[src/rtl/i2s_rx_deserializer.sv]
// I2S receiver: turns a 16-bit stereo serial stream into left/right sample pairs
// and offers each pair to the audio datapath through a valid/ready handshake.
module i2s_rx_deserializer #(
    parameter int SAMPLE_WIDTH = 16
) (
    input  logic                    serial_clk,
    input  logic                    reset,
    input  logic                    ws_in,
    input  logic                    sd_in,
    input  logic                    clear_flags,
    input  logic                    sample_ready,
    output logic [SAMPLE_WIDTH-1:0] left_sample,
    output logic [SAMPLE_WIDTH-1:0] right_sample,
    output logic                    sample_valid,
    output logic                    locked,
    output logic                    overflow,
    output logic                    frame_error
);

    localparam int CW = $clog2(SAMPLE_WIDTH + 1);
    localparam logic [CW-1:0] FULL_CNT = CW'(SAMPLE_WIDTH);
    localparam logic [CW-1:0] LAST_CNT = CW'(SAMPLE_WIDTH - 1);

    localparam logic [1:0] ST_UNLOCKED = 2'd0;
    localparam logic [1:0] ST_LEFT     = 2'd1;
    localparam logic [1:0] ST_RIGHT    = 2'd2;

    logic                    ws_q;
    logic                    ws_prev;
    logic                    sd_q;
    logic [1:0]              state;
    logic [CW-1:0]           bit_cnt;
    logic                    left_pending;
    logic [SAMPLE_WIDTH-1:0] shift_reg;
    logic [SAMPLE_WIDTH-1:0] left_hold;

    logic                    ws_edge;
    logic                    in_slot;
    logic                    take_bit;
    logic                    slot_done;
    logic                    slot_short;
    logic                    pair_done;
    logic                    transfer;
    logic                    load_pair;
    logic [SAMPLE_WIDTH-1:0] shift_next;

    // NOTE: every signal below is assigned on every pass, so no latch can be inferred.
    always_comb begin
        ws_edge    = (ws_q != ws_prev);
        in_slot    = (state != ST_UNLOCKED);
        take_bit   = in_slot && (bit_cnt < FULL_CNT);
        shift_next = {shift_reg[SAMPLE_WIDTH-2:0], sd_q};
        slot_done  = take_bit && (bit_cnt == LAST_CNT);
        // The bit on the edge cycle still belongs to the old slot, so a slot is
        // short only if that final bit does not bring it to SAMPLE_WIDTH.
        slot_short = in_slot && ws_edge && !slot_done && (bit_cnt != FULL_CNT);
        pair_done  = slot_done && (state == ST_RIGHT) && left_pending;
        transfer   = sample_valid && sample_ready;
        load_pair  = pair_done && (!sample_valid || sample_ready);
    end

    // NOTE: registers use non-blocking assignments so every update sees pre-edge values.
    always_ff @(posedge serial_clk or negedge reset) begin
        if (!reset) begin
            ws_q         <= 1'b0;
            ws_prev      <= 1'b0;
            sd_q         <= 1'b0;
            state        <= ST_UNLOCKED;
            bit_cnt      <= '0;
            left_pending <= 1'b0;
            left_sample  <= '0;
            right_sample <= '0;
            sample_valid <= 1'b0;
            locked       <= 1'b0;
            overflow     <= 1'b0;
            frame_error  <= 1'b0;
        end else begin
            ws_q    <= ws_in;
            sd_q    <= sd_in;
            ws_prev <= ws_q;

            if (take_bit) begin
                bit_cnt <= bit_cnt + CW'(1);
            end

            // Unlocked, only a falling ws edge starts a slot; rising edges are ignored.
            if (ws_edge && (in_slot || !ws_q)) begin
                state   <= ws_q ? ST_RIGHT : ST_LEFT;
                bit_cnt <= '0;
                locked  <= 1'b1;
            end

            if (slot_short || (slot_done && state == ST_RIGHT)) begin
                left_pending <= 1'b0;
            end else if (slot_done && state == ST_LEFT) begin
                left_pending <= 1'b1;
            end

            if (load_pair) begin
                left_sample  <= left_hold;
                right_sample <= shift_next;
                sample_valid <= 1'b1;
            end else if (transfer) begin
                sample_valid <= 1'b0;
            end

            if (pair_done && !load_pair) begin
                overflow <= 1'b1;
            end else if (clear_flags) begin
                overflow <= 1'b0;
            end

            if (slot_short) begin
                frame_error <= 1'b1;
            end else if (clear_flags) begin
                frame_error <= 1'b0;
            end
        end
    end

    // NOTE: shift and holding registers carry no reset; they are always rewritten before use.
    always_ff @(posedge serial_clk) begin
        if (take_bit) begin
            shift_reg <= shift_next;
        end
        if (slot_done && state == ST_LEFT) begin
            left_hold <= shift_next;
        end
    end

endmodule
[config.mk]
export PLATFORM = sky130hd
export DESIGN_NAME = i2s_rx_deserializer
export DESIGN_NICKNAME = d
export VERILOG_FILES = /design/src/rtl/i2s_rx_deserializer.sv
export SDC_FILE = /design/constraint.sdc
export NUM_CORES = 1
export LEC_CHECK = 0
export ABC_AREA = 1
export CORE_MARGIN = 2
export CORE_UTILIZATION = 56
export CTS_BUF_LIST = sky130_fd_sc_hd__clkbuf_4 sky130_fd_sc_hd__clkbuf_8
export DETAILED_ROUTE_END_ITERATION = 16
export HOLD_SLACK_MARGIN = 0.06
export PLACE_DENSITY = 0.82
export SYNTH_ARGS = -nofsm -noshare
export SYNTH_HDL_FRONTEND = slang
export SYNTH_SLANG_ARGS = --single-unit
export TNS_END_PERCENT = 50
[constraint.sdc]
create_clock -name serial_clk -period 2.1 [get_ports serial_clk]
set_clock_uncertainty 0.2 [all_clocks]
set_input_delay 0.42 -clock serial_clk [delete_from_list [all_inputs] [get_ports serial_clk]]
set_output_delay 0.42 -clock serial_clk [all_outputs]
set_load 0.05 [all_outputs]
==> metrics.md <==
| Metric | Value |
|---|---|
| Run status | `finished clean` |
| Number of standard cells after synthesis | `249` |
| Routability cong. | `0.814` |
| Critical Path Sink Type | `flop` |
| Cell area after synthesis | `2920 um^2` |
| CP Class | `flop to flop` |
| Clock-pin slew reported for the worst setup and hold paths after clock tree synthesis | `0.09 ns` |
| Critical path data required time | `2.14 ns` |
| Setup repair after global routing missed its margin | `false` |
| Number of hold-slack violations in the final timing report | `0` |
| Most frequent cell after synthesis | `nand2_1` |
| Cell type contributing the most total cell area after synthesis | `dfrtp_1` |
| Ys flop type | `dfrtp_1` |
| Final max-slew violation count | `0` |
| Maximum number of pins on one net before global-route repair | `34` |
| Largest voltage drop on the vdd net | `540 uV` |
| CTS sink count | `78` |
| Max H-tree Level | `3` |
| Proportion of register bits with asynchronous set or reset after synthesis | `0.603` |
| Via count | `1944` |
| Area of the die | `5800 um^2` |
| Largest registers | `left_hold: 16 flops, left_sample: 16 flops, right_sample: 16 flops` |
| Total number of placement rows | `26` |
| Power consumption | `3.17 mW` |
| Vias in the first global route | `1793` |
| Proportion of synthesized chip area in sequential cells | `0.722` |
| Max-slew headroom at the worst pin | `0.647` |
| Number of I/O pins | `42` |
| First DRT Iteration DRCs | `123` |
| DRC violations left | `0` |
| Total CTS buffers | `9` |
| Total routed wirelength | `5.60 mm` |
| WL/cell | `14.9 um` |
| Via count normalized by instance count | `5.16` |
| Clock Tree Buf Depth | `2` |
| Number of enable flip-flop cells after synthesis | `31` |
| Distinct cell type count of the synthesized netlist | `23` |
| Launch instance of the worst min-delay path | `shift_reg[14]` |
| Height of the die | `76.2 um` |
| Number of fill cells in the layout | `364` |
| Post-route ant nets | `0` |
| Horiz. Die Dim | `76.2 um` |
| Slew @ Worst Pin | `0.529 ns` |
| Shortest period the worst path allows | `1.97 ns` |
| Number of synthesized register bits | `78` |
| Average size of a mapped cell | `11.7 um^2` |
| Highest achievable clock rate | `0.507 GHz` |
| Antenna violations before repair | `0` |
| Max cap viols | `0` |
| Layout-stage area growth over the synthesis result | `24.0%` |
| Launching point of the worst reg2reg path | `bit_cnt[0]` |
| Commonest cells in the netlist | `78 x nand2_1, 47 x dfrtp_1, 37 x nand3_1, 31 x edfxtp_1, 12 x nor2_1` |
| Sort of element at the start of the critical path | `flop` |
| CTS tree | `yes` |
| Grt ovf | `0` |
| Synth top area share | `0.403` |
| Final setup TNS | `0 ns` |
| Post-synthesis net count | `258` |
| Dpl hpwl | `3.38 mm` |
| Inserted Diodes | `0` |
| Detailed-router iteration count before antenna repair | `4` |
| Arrival time of data at the critical path endpoint | `2.01 ns` |
| Synth warnings | `0` |
| Clock Latency Late Sink | `0.35 ns` |
| Initial Util | `0.575` |
| Area contributors post-synth | `dfrtp_1 40%, edfxtp_1 32%, nand2_1 10%` |
| Core Area | `5070 um^2` |
| Power density normalized to cell area | `877 nW/um^2` |
| Total GRT Usage | `0.196` |
| Count of input and output buffers | `41` |
| Global-route wire length before repair | `8.67 mm` |
| Setup violators final | `0` |
| Leakage power figure | `1.78 nW` |
| Critical-path maximum fanout | `16` |
| Crit path from | `bit_cnt[0]` |
| Final worst path period share | `0.939` |
| Total number of nets in the final design | `311` |
| Class of the worst hold path | `flop to flop` |
| Share of layout cells above drive strength 1 | `0.202` |
| Clock tree root driver cell | `clkbuf_8` |
[cells in the final DEF, fill, tap and decap left out, types with 3 or more instances in the layout]
cell type	Yosys	routed
a21oi_1	3	3
buf_12	0	4
buf_4	3	31
clkbuf_8	0	9
clkdlybuf4s50_1	0	4
clkinvlp_4	0	4
dfrtp_1	47	47
dlygate4sd2_1	0	8
edfxtp_1	31	31
ha_1	3	3
inv_1	11	11
inv_2	3	3
nand2_1	78	78
nand3_1	37	37
nor2_1	12	12
o21ai_0	3	3
xor2_1	3	3
[routing by layer]
metal / up-vias / share of wire / global-route usage
met2: 67 / 0.47 / 0.288
met3: 11 / 0.059 / 0.0415
met4: 0 / 0.019 / 0.107
li1: 930 / - / -
met1: 936 / 0.45 / 0.276
met5: - / 0 / 0
[through the flow]
stage / hold slack [ns] / instance area (um^2) / utilization / std cells / setup slack, ns
2_1_floorplan: -0.0756 / 2920 / - / 249 / 0.208
3_3_place_gp: 0.223 / 3360 / 0.661 / 357 / 0.194
3_5_place_dp: 0.228 / 3360 / 0.661 / 357 / 0.0790
4_1_cts: 0.267 / 3550 / 0.700 / 374 / 0.0544
5_1_grt: 0.292 / 3620 / 0.713 / 377 / 0.0116
6_report: 0.270 / 3620 / 0.713 / 377 / 0.128
[what timing repair did]
| item | CTS | global route |
|---|---|---|
| hold endpoints to repair | 22 | 0 |
| hold buffers | 1 | 0 |
| setup buffers | 0 | 1 |
| pin swaps | 0 | 1 |
| cloned | 0 | 2 |
| gates resized for setup | 8 | 1 |
| setup endpoints to repair | 8 | 26 |
[power by group]
group / total (mW) / switching [mW] / internal [mW]
clock network: 1.12 / 0.571 / 0.550
registers: 1.86 / 0.103 / 1.76
logic: 0.194 / 0.127 / 0.0672
total: 3.17 / 0.800 / 2.37
[area by class of cell]
class / count / area (um^2) / area share
inverter: 14 / 52.6 / 0.0145
timing repair buffer: 50 / 463 / 0.128
sequential: 78 / 2110 / 0.582
tap: 70 / 87.6 / 0.0242
multi-input combinational: 149 / 711 / 0.196
clock inverter: 7 / 73.8 / 0.0204
clock buffer: 9 / 124 / 0.0342
[critical path, cell delays in order, from the launching register on]
cell and delay, ns:
dfrtp_1 0.40, ha_1 0.22, and3_1 0.18, ha_1 0.21, nand4_2 0.13, nor2_4 0.06
buf_12 0.14, clkbuf_16 0.17, nand3_1 0.08, nand2_1 0.07
[path summary, 6_finish.rpt]
path / endpoint / slack, ns / cells past startpoint
setup / recovery: left_sample[3] / 0.13 / 9
hold / removal: left_hold[15] / 0.27 / 0
setup reg to reg: left_sample[3] / 0.13 / 9
hold reg to reg: left_hold[15] / 0.27 / 0
max in group asynchronous: left_sample[8] / 0.80 / 3
min in group asynchronous: left_sample[15] / 0.38 / 2
[kinds of logic after synthesis]
logic type                 after synthesis  synth area share
AOI/OAI and AO/OA                        7            0.0120
and+or+nand+nor                        134             0.200
adders and majority gates                3            0.0129
buffers and inverters                   23            0.0412
DFF                                     78             0.722
xor gates and xnor gates                 4            0.0120
Power figures use the tool's default switching activity.
